$ cat config.mk
export PLATFORM = sky130hd
export DESIGN_NAME = seq_div_flat
export DESIGN_NICKNAME = d
export VERILOG_FILES = /design/src/rtl/seq_div_if.sv /design/src/rtl/seq_div.sv /design/src/flat_wrapper.sv
export SDC_FILE = /design/constraint.sdc
export NUM_CORES = 1
export LEC_CHECK = 0
export BUFFER_PORTS_ARGS = -buffer_cell sky130_fd_sc_hd__buf_2
export CAP_MARGIN = 20
export CORE_MARGIN = 2
export CORE_UTILIZATION = 61
export CTS_CLUSTER_DIAMETER = 150
export DETAILED_ROUTE_END_ITERATION = 8
export PLACE_DENSITY = 0.87
export SLEW_MARGIN = 20
export SYNTH_ARGS = -nofsm -noshare
export SYNTH_HDL_FRONTEND = slang
export SYNTH_SLANG_ARGS = --single-unit
$ cat constraint.sdc
create_clock -name clk -period 4.95 [get_ports clk]
set_input_delay 0.99 -clock clk [delete_from_list [all_inputs] [get_ports clk]]
set_output_delay 0.99 -clock clk [all_outputs]
set_load 0.1 [all_outputs]
$ cat src/rtl/seq_div_if.sv
// seq_div_if: operand/control and result bundle between a divide controller and seq_div
interface seq_div_if #(parameter int N = 25);
  logic [N-1:0] dvd, dvs, quot, rem;
  logic start, div_term, sticky, dbz, div_busy, div_done;
  modport master (
    output dvd, dvs, start, div_term,
    input  quot, rem, sticky, dbz, div_busy, div_done
  );
  modport slave (
    input  dvd, dvs, start, div_term,
    output quot, rem, sticky, dbz, div_busy, div_done
  );
endinterface

$ cat src/rtl/seq_div.sv
// seq_div: radix-2 restoring unsigned divider, one quotient bit per clock; SEQ_DIV_EARLY_DBZ_EN short-cuts divide-by-zero
module seq_div #(parameter int N = 25) (
  input logic clk,
  input logic reset,
  seq_div_if.slave bus
);
  localparam int CW = $clog2(N) + 1;
  logic [N:0] r, s, t;
  logic [N-1:0] q, d;
  logic [CW-1:0] cnt;
  logic dbz, busy, done;
  assign s = {r[N-1:0], q[N-1]};
  assign t = s - {1'b0, d};
  always_ff @(posedge clk or negedge reset) begin
    if (!reset) begin
      r <= '0;
      q <= '0;
      d <= '0;
      cnt <= '0;
      dbz <= 1'b0;
      busy <= 1'b0;
      done <= 1'b0;
    end else if (bus.div_term) begin
      r <= '0;
      q <= '0;
      d <= '0;
      cnt <= '0;
      dbz <= 1'b0;
      busy <= 1'b0;
      done <= 1'b0;
    end else if (bus.start) begin
      r <= '0;
      q <= bus.dvd;
      d <= bus.dvs;
      cnt <= '0;
      dbz <= bus.dvs == '0;
      busy <= 1'b1;
      done <= 1'b0;
`ifdef SEQ_DIV_EARLY_DBZ_EN
    end else if (busy && dbz) begin
      r <= {1'b0, q};
      q <= '1;
      busy <= 1'b0;
      done <= 1'b1;
`endif
    end else if (busy) begin
      r <= t[N] ? s : t;
      q <= {q[N-2:0], ~t[N]};
      cnt <= cnt + 1'b1;
      busy <= cnt != CW'(N - 1);
      done <= cnt == CW'(N - 1);
    end
  end
  assign bus.quot = q;
  assign bus.rem = r[N-1:0];
  // r[N] is always zero once restored, so folding it in keeps sticky == |rem
  assign bus.sticky = |r;
  assign bus.dbz = dbz;
  assign bus.div_busy = busy;
  assign bus.div_done = done;
endmodule

$ cat src/flat_wrapper.sv
// flat-port wrapper written by rule: the top's interface ports become plain ports
module seq_div_flat 
#(parameter int N = 25)
  (clk, reset, bus_dvd, bus_dvs, bus_start, bus_div_term, bus_quot, bus_rem, bus_sticky, bus_dbz, bus_div_busy, bus_div_done);
  seq_div_if #(.N(N)) bus_i ();
  input logic clk;
  input logic reset;
  input wire logic [$bits(bus_i.dvd)-1:0] bus_dvd;
  input wire logic [$bits(bus_i.dvs)-1:0] bus_dvs;
  input wire logic [$bits(bus_i.start)-1:0] bus_start;
  input wire logic [$bits(bus_i.div_term)-1:0] bus_div_term;
  output wire logic [$bits(bus_i.quot)-1:0] bus_quot;
  output wire logic [$bits(bus_i.rem)-1:0] bus_rem;
  output wire logic [$bits(bus_i.sticky)-1:0] bus_sticky;
  output wire logic [$bits(bus_i.dbz)-1:0] bus_dbz;
  output wire logic [$bits(bus_i.div_busy)-1:0] bus_div_busy;
  output wire logic [$bits(bus_i.div_done)-1:0] bus_div_done;
  assign bus_i.dvd = bus_dvd;
  assign bus_i.dvs = bus_dvs;
  assign bus_i.start = bus_start;
  assign bus_i.div_term = bus_div_term;
  assign bus_quot = bus_i.quot;
  assign bus_rem = bus_i.rem;
  assign bus_sticky = bus_i.sticky;
  assign bus_dbz = bus_i.dbz;
  assign bus_div_busy = bus_i.div_busy;
  assign bus_div_done = bus_i.div_done;
  seq_div #(.N(N)) u_core (.clk(clk), .reset(reset), .bus(bus_i));
endmodule
* Word-level counts from Yosys, hierarchy flattened *
Index checks and enable logic that the tools add are counted.

cells by class
  eq/ne operators = 2
  div/mod/pow operators = 0
  order comparisons = 0
  mux-type cells = 20
  $mul = 0
  bitwise logic cells = 1
  shifts and indexed selects = 0
  reduce and logical (&&, ||, !) cells = 4
  add/subtract/negate cells = 2

operators with widths
  kind                                            count
  two-way mux 25 bit                              5
  two-way mux 26 bit                              4
  OR reduction 26 bit                             1
  subtractor 26 x 25 -> 26 bit                    1
  zero test 25 bit                                1
  two-way mux 6 bit                               3
  two-way mux 1 bit                               8
  adder 6 x 1 -> 6 bit (second input constant)    1
  == test 6 x 5 -> 1 bit (second input constant)  1
  != test 6 x 5 -> 1 bit (second input constant)  1
  nonzero test 3 bit                              1
  nonzero test 2 bit                              1
  NOT 1 bit                                       1

word-level totals
  bits of input ports = 54
  output and inout bits = 54
  memories = 0
  word-level logic and storage cells = 36
  memory bits (read-only) = 0
  RAM bits = 0
  bits in registers = 85
  latch bits = 0

* Depth between registers and ports, before layout *
Gate-level depths: netlist of run 1.

  depth in word-level cells = 5
  gate-level depth with buffers = 17
  gate-level depth less buffers = 15

* Least setup slack after synthesis of run 1 *
No wires, ideal clock.

  path kind = register -> register
  start = reg u_core.q[24] (netlist: u_core.bus.quot[24])
  end = reg u_core.r[0]
  data arrival time = 3.429 ns
  slack = 1.449 ns
  clock period less this slack = 3.501 ns
  required time = 4.878 ns
  cell stages (with the launch flop) = 17
  buffers on the path = 2
  path through = dfrtp_1 inv_1 ha_1 nand2b_1 a21oi_1 o211a_1 o21ai_1 nand4_1 a221oi_1 o21bai_1 ha_1 clkbuf_1 clkbuf_1 nor2_1 a21oi_1 mux2i_1 nor2_1

on the way
  cells in the longest elaborated chain, start to end = 5

RTL lines
  element                       RTL line       source
  start: declaration            seq_div.sv:9   logic [N-1:0] q, d;
  start signal: assignment      seq_div.sv:33  q <= bus.dvd;
  start signal: assignment      seq_div.sv:48  q <= {q[N-2:0], ~t[N]};
  subtractor 26 x 25 -> 26 bit  seq_div.sv:13  assign t = s - {1'b0, d};
  two-way mux 26 bit (*)        seq_div.sv:47  r <= t[N] ? s : t;
  two-way mux 26 bit (*)        seq_div.sv:46  end else if (busy) begin
  two-way mux 26 bit (*)        seq_div.sv:31  end else if (bus.start) begin
  two-way mux 26 bit (*)        seq_div.sv:23  end else if (bus.div_term) begin
  end signal: assignment        seq_div.sv:47
  end: declaration              seq_div.sv:8   logic [N:0] r, s, t;

Mark *: on every way between the ends. The rest lies on a longest branch, timed or not. The select of a mux whose other input is x is not followed.
A chain may end at the register's enable or synchronous reset.

* Worst setup path after layout of run 1 *
  start = reg u_core.r[9]
  end = reg u_core.r[24]

on the way
  cells in the longest elaborated chain, start to end = 5

RTL lines
  element                       RTL line
  subtractor 26 x 25 -> 26 bit  seq_div.sv:13
  two-way mux 26 bit            seq_div.sv:47
  two-way mux 26 bit            seq_div.sv:46
  two-way mux 26 bit            seq_div.sv:31
  two-way mux 26 bit            seq_div.sv:23

Every way passes these cells. The select of a mux whose other input is x is not followed.

==> metrics.md, run 1 <==
| Metric | Value |
|---|---|
| Status | `completed` |
| Synth Flop Type | `dfrtp_1` |
| # DRC | `0` |
| Post-synthesis register bit count | `85` |
| GP Congestion | `0.939` |
| Synth warn | `0` |
| Cells along the critical path | `ha_1, a21oi_1, o21a_1, a21oi_1, a211oi_1, nand4_1, a221oi_1, o21bai_1, ha_1, nand2_1, nor2_1, and3_1, mux2i_1, nand3_1` |
| Footprint of the multi-input gates | `3180 um^2` |
| Placed inst area | `6170 um^2` |
| Setup TNS | `0 ps` |
| WP data arrival | `4080 ps` |
| Reg area | `2130 um^2` |
| Layout cells sized above 1 | `18.6%` |
| Tightest Pin Transition | `982 ps` |
| Setup violators final | `0` |
| LEAKAGE | `3.25 nW` |
| Non-Filler Instances | `847` |
| CTS Buf Count | `9` |
| VDD IR-drop max | `0.000206 V` |
| DR vias | `5201` |
| Unrepaired setup endpoints after global routing | `false` |
| Worst Hold Depth | `2` |
| Number of global-route vias before repair | `5176` |
| Num ports | `108` |
| Post-route cell area | `6380 um^2` |
| Skew-Pair Late Insertion Delay | `360 ps` |
| Mapped Cells | `669` |
| Routed vias/inst | `6.14` |
| Post-synth top cells | `nor2_1, dfrtp_1, mux2i_1` |
| Core Area | `9200 um^2` |
| Largest net degree at the start of global routing | `66` |
| Post-CTS Setup Bufs | `0` |
| Crit-path slowest cell | `nor2_1` |
| H-tree depth | `3` |
| Sink Count | `85` |
| Sequential cell area fraction in the yosys report | `36.8%` |
| Drt total wl | `15400 um` |
| Antenna viol nets, final | `0` |
| Overall die height | `101 um` |
| FMAX | `265 MHz` |
| Crit Path Max Fanout | `8` |
| Cell count after placement | `831` |
| R2R Path End | `u_core.r[24]` |
| Most common cell in the netlist | `nor2_1` |
| Largest area contributor in the netlist | `dfrtp_1` |
| Crit Path Category | `flip-flop to flip-flop` |
| Fin crit share | `76.3%` |
| Fin. Hold Viols | `0` |
| Fin crit period | `3780 ps` |
| Area share of the largest cell type after synthesis | `36.8%` |
| Post-synthesis average cell area | `8.64 um^2` |
| Reg2reg start | `u_core.r[9]` |
| Cts-stage hold buffer count | `0` |
| Power Dens Cells | `309 nW/um^2` |
| Slew HR | `34.5%` |
| Post-cts resize count | `0` |
| Total track usage | `31.0%` |
| Delay-heaviest family, CP | `compound AO/OA/AOI/OAI gates` |
| Die ar. | `10300 um^2` |
| Synth top area cells | `dfrtp_1, mux2i_1, nor2_1` |
| Final hold slack | `501 ps` |
| Asr flop ratio synth | `100%` |
| Final Skew | `10.5 ps` |
| CTS tree | `yes` |
| FF-to-FF path depth | `14` |
| Final number of max-transition violations | `0` |
| Post-synth cell types | `55` |
| IO buf count | `107` |
| Clock transition at the registers of the reported paths | `100 ps` |
| Worst min-delay path class | `flip-flop to flip-flop` |
| Synthesized area | `5780 um^2` |
| N_diodes | `0` |
| Max-Cap Viols | `0` |
| Hpwl dp | `11200 um` |
| Drt pass-1 iters | `5` |
| Initial Utilization | `62.9%` |
| Syn_nets | `752` |
| Root buf cell | `clkbuf_8` |
| Area grow syn2layout | `10.3%` |
| Initial antenna violation count | `0` |
| Grt total ovfl | `0` |
| WP buf/inv | `0` |
| Iter 0 DRT Violations | `331` |
| Placement Rows | `35` |
| Final Net Count | `814` |
| Hold endpoint | `u_core.bus.dbz` |
| CP Launch Type | `flip-flop` |
| Mean routed wirelength per cell | `18.2 um` |
| First-pass GRT wire length | `25200 um` |
| Clk buf depth | `2` |
| Post-synth EDFFs | `0` |
| Crit. End Element | `flip-flop` |
| Crit-path max cell delay | `460 ps` |
| Die X | `101 um` |
| Worst Hold Launch | `u_core.bus.dbz` |
| Worst reg2reg setup slack | `1170 ps` |
| Fillcell total | `715` |
| Worst endpoint required time | `5250 ps` |
==> metal layers <==
metal / track usage (%) / vias to the layer above / wire length, um
met5: 0 / - / 0
met4: 12.5 / 0 / 437
met3: 5.31 / 38 / 1080
met2: 50.1 / 221 / 7400
met1: 41.8 / 2493 / 6460
li1: - / 2449 / -
==> stage by stage <==
stage / power (mW) / utilization, % / worst slack [ps]
final: 1.97 / 69.4 / 1170
after global routing: 2.06 / 69.4 / 908
after floorplan: 1.30 / - / 1450
after global placement: 1.43 / 67.1 / 1470
after detailed placement: 1.44 / 67.1 / 1320
after CTS: 1.97 / 69.4 / 1270
==> cell families (layout without fill, tap and decap cells) <==
group	Yosys count	count (layout)	share of synthesized area [%]
adders and majority gates	29	29	6.41
and+or+nand+nor	215	215	17.2
xor gates and xnor gates	18	18	2.73
buffers and inverters	100	167	8.22
muxes	68	68	11.8
AOI/OAI and AO/OA	154	154	16.8
DFF	85	85	36.8
==> power by group <==
| group | internal (mW) | switching (mW) | total, mW |
|---|---|---|---|
| combinational | 0.211 | 0.463 | 0.674 |
| sequential | 0.726 | 0.0395 | 0.765 |
| clock | 0.254 | 0.280 | 0.535 |
| total | 1.19 | 0.783 | 1.97 |
==> worst reg2reg max path, cell delays in order, from the launching register on <==
cell      delay [ps]
dfrtp_1          440
ha_1             410
a21oi_1          290
o21a_1           170
a21oi_1           70
a211oi_1         390
nand4_1          150
a221oi_1         280
o21bai_1         100
ha_1             410
nand2_1          170
nor2_1           460
and3_1           230
mux2i_1           80
nand3_1           80
==> worst max path at each step <==
stage                                    from            to  slack, ps  cells past startpoint
after floorplan           u_core.bus.quot[24]   u_core.r[0]       1450                     16
after global placement           u_core.r[11]  u_core.r[22]       1470                     14
after detailed placement          u_core.r[9]  u_core.r[24]       1320                     14
after CTS                         u_core.r[9]  u_core.r[24]       1270                     14
after global routing              u_core.r[9]  u_core.r[13]        910                     14
final                             u_core.r[9]  u_core.r[24]       1170                     14
==> registers in the layout, summed over array words and instances, names as in the netlist <==
signal and cells:
u_core.r 26, u_core.bus.quot 25, u_core.d 25, u_core.cnt 6, u_core.bus.dbz 1, u_core.bus.div_busy 1, u_core.bus.div_done 1
==> placed cells by master (no fill, tap or decap), types with 3 or more instances in the layout <==
cell type and instances:
clkbuf_8 10, a21oi_1 62, nand3_1 6, a21o_1 11, dfrtp_1 84, xor2_1 8
nor2_1 117, o22ai_1 3, a211oi_1 7, o211ai_1 7, nand4_1 9, nand4b_1 3
nand2b_1 9, o21ai_0 25, xnor2_1 10, nand3b_1 6, buf_4 7, o21ai_1 4
nor3_1 7, o21a_1 6, mux2i_1 67, a31oi_1 7, or3_1 3, buf_2 106
a211o_1 4, nand2_1 27, nor2b_1 5, nor4_1 12, ha_1 28, inv_1 38
==> layout make-up <==
cell class | instances | area share, %
Timing Repair Buffer | 113 | 9.14
Sequential cell | 85 | 33.4
Clock buffer | 11 | 2.22
Inverter | 38 | 2.24
Multi-Input combinational cell | 484 | 49.8
Clock inverter | 5 | 1.04
Tap cell | 111 | 2.18
Note: power is estimated with default switching activity, not from simulation.
==> run 2, diff against run 1 <==
Settings changed: CORE_UTILIZATION 61 to 57, PLACE_DENSITY 0.87 to 0.82.
Clock period 4.95 ns to 3.57 ns, I/O delays scaled along.
==> run 2 against run 1 <==
- cell area increased by 2.4%
- non-clock buffer count increased by 10
- hold slack got worse by 40 ps
==> metrics.md, run 2 (synthesized netlist as in run 1, its figures left out) <==
| Metric | Value |
|---|---|
| Status | `completed` |
| CTS Buf Count | `9` |
| Root buf cell | `clkbuf_8` |
| WP data arrival | `3580 ps` |
| Fin crit period | `3310 ps` |
| IO buf count | `107` |
| Drt pass-1 iters | `5` |
| Clock transition at the registers of the reported paths | `100 ps` |
| N_diodes | `0` |
| # DRC | `0` |
| Area grow syn2layout | `12.9%` |
| Cell count after placement | `863` |
| Crit Path Max Fanout | `33` |
| Crit. End Element | `flip-flop` |
| VDD IR-drop max | `0.000449 V` |
| H-tree depth | `3` |
| Sink Count | `85` |
| GP Congestion | `0.938` |
| Final Skew | `15.6 ps` |
| Crit Path Category | `flip-flop to flip-flop` |
| FMAX | `302 MHz` |
| Slew HR | `38.2%` |
| Largest net degree at the start of global routing | `73` |
| Power Dens Cells | `428 nW/um^2` |
| Grt met3 use | `7.61%` |
| Tightest Pin Transition | `926 ps` |
| Iter 0 DRT Violations | `405` |
| Skew-Pair Late Insertion Delay | `380 ps` |
| Max-Cap Viols | `0` |
| Largest Register | `u_core.r` |
| Final hold slack | `461 ps` |
| Hpwl dp | `11200 um` |
| Met1 usage | `39.4%` |
| First-pass GRT wire length | `25600 um` |
| Setup TNS | `0 ps` |
| Overall die height | `105 um` |
| Worst Setup SP | `u_core.r[9]` |
| Commonest non-fill, non-tap cell in the layout | `nor2_1` |
| Worst min-delay path class | `input pin to async pin` |
| Crit-path max cell delay | `410 ps` |
| LEAKAGE | `3.31 nW` |
| Delay-heaviest family, CP | `compound AO/OA/AOI/OAI gates` |
| Final number of max-transition violations | `0` |
| Worst endpoint required time | `3840 ps` |
| Unrepaired setup endpoints after global routing | `false` |
| Layout cells sized above 1 | `20.5%` |
| Critical Path Most Common Cell | `o211ai_1` |
| WP buf/inv | `1` |
| Num ports | `108` |
| Grt total ovfl | `0` |
| Core Area | `9820 um^2` |
| Reg2reg start | `u_core.r[9]` |
| Die X | `105 um` |
| Crit-path slowest cell | `ha_1` |
| Clk buf depth | `2` |
| Total track usage | `29.2%` |
| Number of global-route vias before repair | `5122` |
| Commonest non-fill, non-tap cells in the layout | `nor2_1, buf_2, dfrtp_1` |
| Initial Utilization | `58.9%` |
| Non-Filler Instances | `879` |
| Drt total wl | `15100 um` |
| CP Launch Type | `flip-flop` |
| CTS tree | `yes` |
| Mean routed wirelength per cell | `17.2 um` |
| Routed vias/inst | `5.80` |
| DR vias | `5100` |
| Largest register FFs | `26` |
| Fin. Hold Viols | `0` |
| Antenna viol nets, final | `0` |
| Met2 Track Usage GR | `46.8%` |
| Busiest layer in global routing | `met2` |
| Die ar. | `11000 um^2` |
| Placement Rows | `36` |
| Final Net Count | `824` |
| Cells along the critical path | `ha_1, a21oi_2, o21a_1, a21oi_1, a211oi_2, nand4_1, a221oi_1, o21bai_1, ha_2, buf_12, and3_1, o211ai_1, o211ai_1, nor2_1` |
| Fin crit share | `92.8%` |
| Initial antenna violation count | `0` |
| Setup violators final | `0` |
## run 2: timing repair
item / CTS / global route
buffers inserted: 0 / 0
hold buffers: 0 / 0
gates resized for setup: 0 / 6
setup endpoints to repair: 0 / 25
## run 2: per-layer routing
| layer | vias to the layer above | wire, um | share of wire (%) |
|---|---|---|---|
| met3 | 24 | 1160 | 7.7 |
| met1 | 2414 | 6600 | 44 |
| met2 | 192 | 7090 | 47 |
| met4 | 0 | 271 | 1.8 |
| met5 | - | 0 | 0 |
| li1 | 2470 | - | - |
## run 2: cell type report
cell class / count / area [um^2]
Clock buffer: 10 / 128
Clock inverter: 6 / 93.8
Fill cell: 832 / 3290
Inverter: 38 / 143
Multi-Input combinational cell: 484 / 3200
Sequential cell: 85 / 2130
Tap cell: 133 / 166
Timing Repair Buffer: 123 / 671
## run 2: worst paths after layout
check | endpoint | slack (ps) | depth (start not counted)
max in group asynchronous | u_core.bus.quot[2] | 2390 | 2
min in group clk | u_core.bus.div_done | 520 | 1
max | u_core.r[13] | 260 | 14
max reg2reg | u_core.r[13] | 260 | 14
min | u_core.r[14] | 460 | 1
min reg2reg | u_core.bus.div_done | 520 | 1
## run 2: per-stage QoR
stage          power, mW  setup slack (ps)  utilization [%]  cell area (um^2)
2_1_floorplan       1.80              68.7                -              5780
4_1_cts             2.80               132             66.3              6510
3_5_place_dp        2.02               155             64.0              6290
3_3_place_gp        2.00               319             64.0              6290
6_report            2.80               257             66.5              6530
5_1_grt             2.93              22.1             66.5              6530
## run 2: power by group
part | internal [mW] | leakage [nW] | switching (mW)
clock network | 0.402 | 0.113 | 0.381
logic | 0.308 | 2.05 | 0.653
registers | 1.01 | 1.15 | 0.0457
## run 2: worst reg2reg max path: stages (launching register included)
cell and delay [ps]:
dfrtp_1 400, ha_1 410, a21oi_2 220, o21a_1 170
a21oi_1 80, a211oi_2 270, nand4_1 140, a221oi_1 310
o21bai_1 100, ha_2 400, buf_12 210, and3_1 210
o211ai_1 100, o211ai_1 110, nor2_1 70
==> run 3, diff against run 2 <==
Settings changed: CORE_ASPECT_RATIO from default to 0.6, SKIP_CTS_REPAIR_TIMING from default to 1.
Clock period 3.57 ns to 3.8 ns, I/O delays scaled along.
==> run 3 against run 2 <==
- utilization up 0.10 points
- combinational power down 3.0%
- cell area up 0.77%
- critical path depth unchanged
- clock skew down 6.6 ps
==> metrics.md, run 3 (synthesized netlist as in run 1, its figures left out) <==
| Metric | Value |
|---|---|
| Commonest non-fill, non-tap cells in the layout | `nor2_1, buf_2, dfrtp_1` |
| Slew HR | `38.9%` |
| CP Launch Type | `flip-flop` |
| Clk buf depth | `2` |
| Pwr Total | `2.85 mW` |
| CP endpoint | `u_core.r[13]` |
| Post-route cell area | `6580 um^2` |
| Grt total ovfl | `0` |
| R2R Path End | `u_core.r[13]` |
| Root buf cell | `clkbuf_16` |
| GP Congestion | `0.985` |
| WP data arrival | `3700 ps` |
| Routed vias/inst | `6.06` |
| Clock power frac | `32.7%` |
| Gate power share | `32.7%` |
| Commonest non-fill, non-tap cell in the layout | `nor2_1` |
| Setup TNS | `0 ps` |
| Worst Setup SP | `u_core.r[11]` |
| # DRC | `0` |
| Num ports | `108` |
| Area grow syn2layout | `13.8%` |
| Sink Count | `85` |
| Fin crit period | `3460 ps` |
| Hpwl dp | `12500 um` |
| Placement Rows | `28` |
| Internal power | `1.77 mW` |
| Fin crit share | `91.1%` |
| DR vias | `5315` |
| FMAX | `289 MHz` |
| CTS tree | `yes` |
| Die X | `134 um` |
| Drt pass-1 iters | `5` |
| Tightest Pin Transition | `917 ps` |
| Drt total wl | `16800 um` |
| Sequential share of power | `34.7%` |
| Sw power | `1.09 mW` |
| Overall die height | `82.0 um` |
| Worst reg2reg setup slack | `340 ps` |
| Layout cells sized above 1 | `19.8%` |
| Skew-Pair Late Insertion Delay | `350 ps` |
| Status | `completed` |
| Largest net degree at the start of global routing | `72` |
| Worst min-delay path class | `input pin to async pin` |
| Fillcell total | `830` |
| Number of global-route vias before repair | `4728` |
| VDD IR-drop max | `0.000253 V` |
| Final Net Count | `820` |
| Crit. End Element | `flip-flop` |
| Worst slack, placed | `249 ps` |
| Setup violators final | `0` |
| Reg2reg start | `u_core.r[11]` |
| Switching part of the total power | `38.0%` |
| Footprint of the multi-input gates | `3190 um^2` |
| Die ar. | `11000 um^2` |
| Initial antenna violation count | `0` |
| Mean routed wirelength per cell | `19.2 um` |
| H-tree depth | `3` |
| Cell count after placement | `861` |
| Final Skew | `9.06 ps` |
| IO buf count | `107` |
| Max-Cap Viols | `0` |
| Initial Utilization | `58.5%` |
| Placed inst area | `6260 um^2` |
| First-pass GRT wire length | `26000 um` |
| Non-Filler Instances | `877` |
| Fin. Hold Viols | `0` |
| Worst endpoint required time | `4030 ps` |
| Crit Path Category | `flip-flop to flip-flop` |
| N_diodes | `0` |
| Largest register FFs | `26` |
| Unrepaired setup endpoints after global routing | `false` |
| Power Dens Cells | `434 nW/um^2` |
| Total track usage | `31.2%` |
| Antenna viol nets, final | `0` |
| CTS Buf Count | `9` |
| Crit Path Max Fanout | `33` |
| FF-to-FF path depth | `14` |
| Core Area | `9880 um^2` |
| Final setup margin | `339 ps` |
| Iter 0 DRT Violations | `630` |
| Final number of max-transition violations | `0` |
| Largest Register | `u_core.r` |
| Clock transition at the registers of the reported paths | `70 ps` |
| Reg area | `2130 um^2` |
| LEAKAGE | `3.34 nW` |
run 3: changes by cell type in the layout (fill, tap and decap cells not counted), sizes merged:
cell and change:
bufinv -1, inv +1, buf -4
run 3: critical path: stages, from the launching register on:
cell and delay (ps):
dfrtp_1 430, ha_1 410, a21oi_1 260, o21a_1 200
a21oi_1 90, a211oi_2 270, nand4_1 130, a221oi_1 300
o21bai_1 100, ha_1 430, buf_12 240, and3_1 200
o211ai_1 100, o211ai_1 100, nor2_1 70
run 3: worst min path at each step:
stage	to	slack, ps	depth (start not counted)
CTS	u_core.d[10]	530	2
global route	u_core.bus.div_done	550	1
floorplan	u_core.bus.dbz	460	0
global placement	u_core.bus.div_done	490	1
detailed placement	u_core.d[10]	510	2
finish	u_core.cnt[1]	530	1
run 3: layout make-up:
class	instances	share of cell area, %
clock buffers	10	3.63
clock inverters	6	1.05
inverters	38	2.17
multi-input cells	484	48.5
flip-flops and latches	85	32.3
well taps	135	2.57
repair buffers	119	9.74
run 3: power groups by stage:
stage          combinational [mW]  sequential (mW)  clock (mW)
2_1_floorplan               0.582             1.11           0
3_3_place_gp                0.894             1.00           0
3_5_place_dp                0.906             1.00           0
4_1_cts                     0.910            0.987       0.944
5_1_grt                     0.989            0.993       0.982
6_report                    0.932            0.989       0.931
run 3: metrics by stage:
stage / hold WS (ps) / utilization (%)
after floorplan: 464 / -
after global placement: 486 / 63.4
after detailed placement: 514 / 63.4
after CTS: 532 / 66.5
after global routing: 551 / 66.6
final: 527 / 66.6
run 3: layer usage:
| layer | global-route usage [%] | vias to the layer above | part of all wire [%] | wire (um) |
|---|---|---|---|---|
| li1 | - | 2457 | - | - |
| met1 | 48.6 | 2541 | 48 | 8110 |
| met2 | 40.6 | 298 | 38 | 6400 |
| met3 | 11.2 | 19 | 13 | 2110 |
| met4 | 5.79 | 0 | 1.2 | 195 |
| met5 | 0 | - | 0 | 0 |
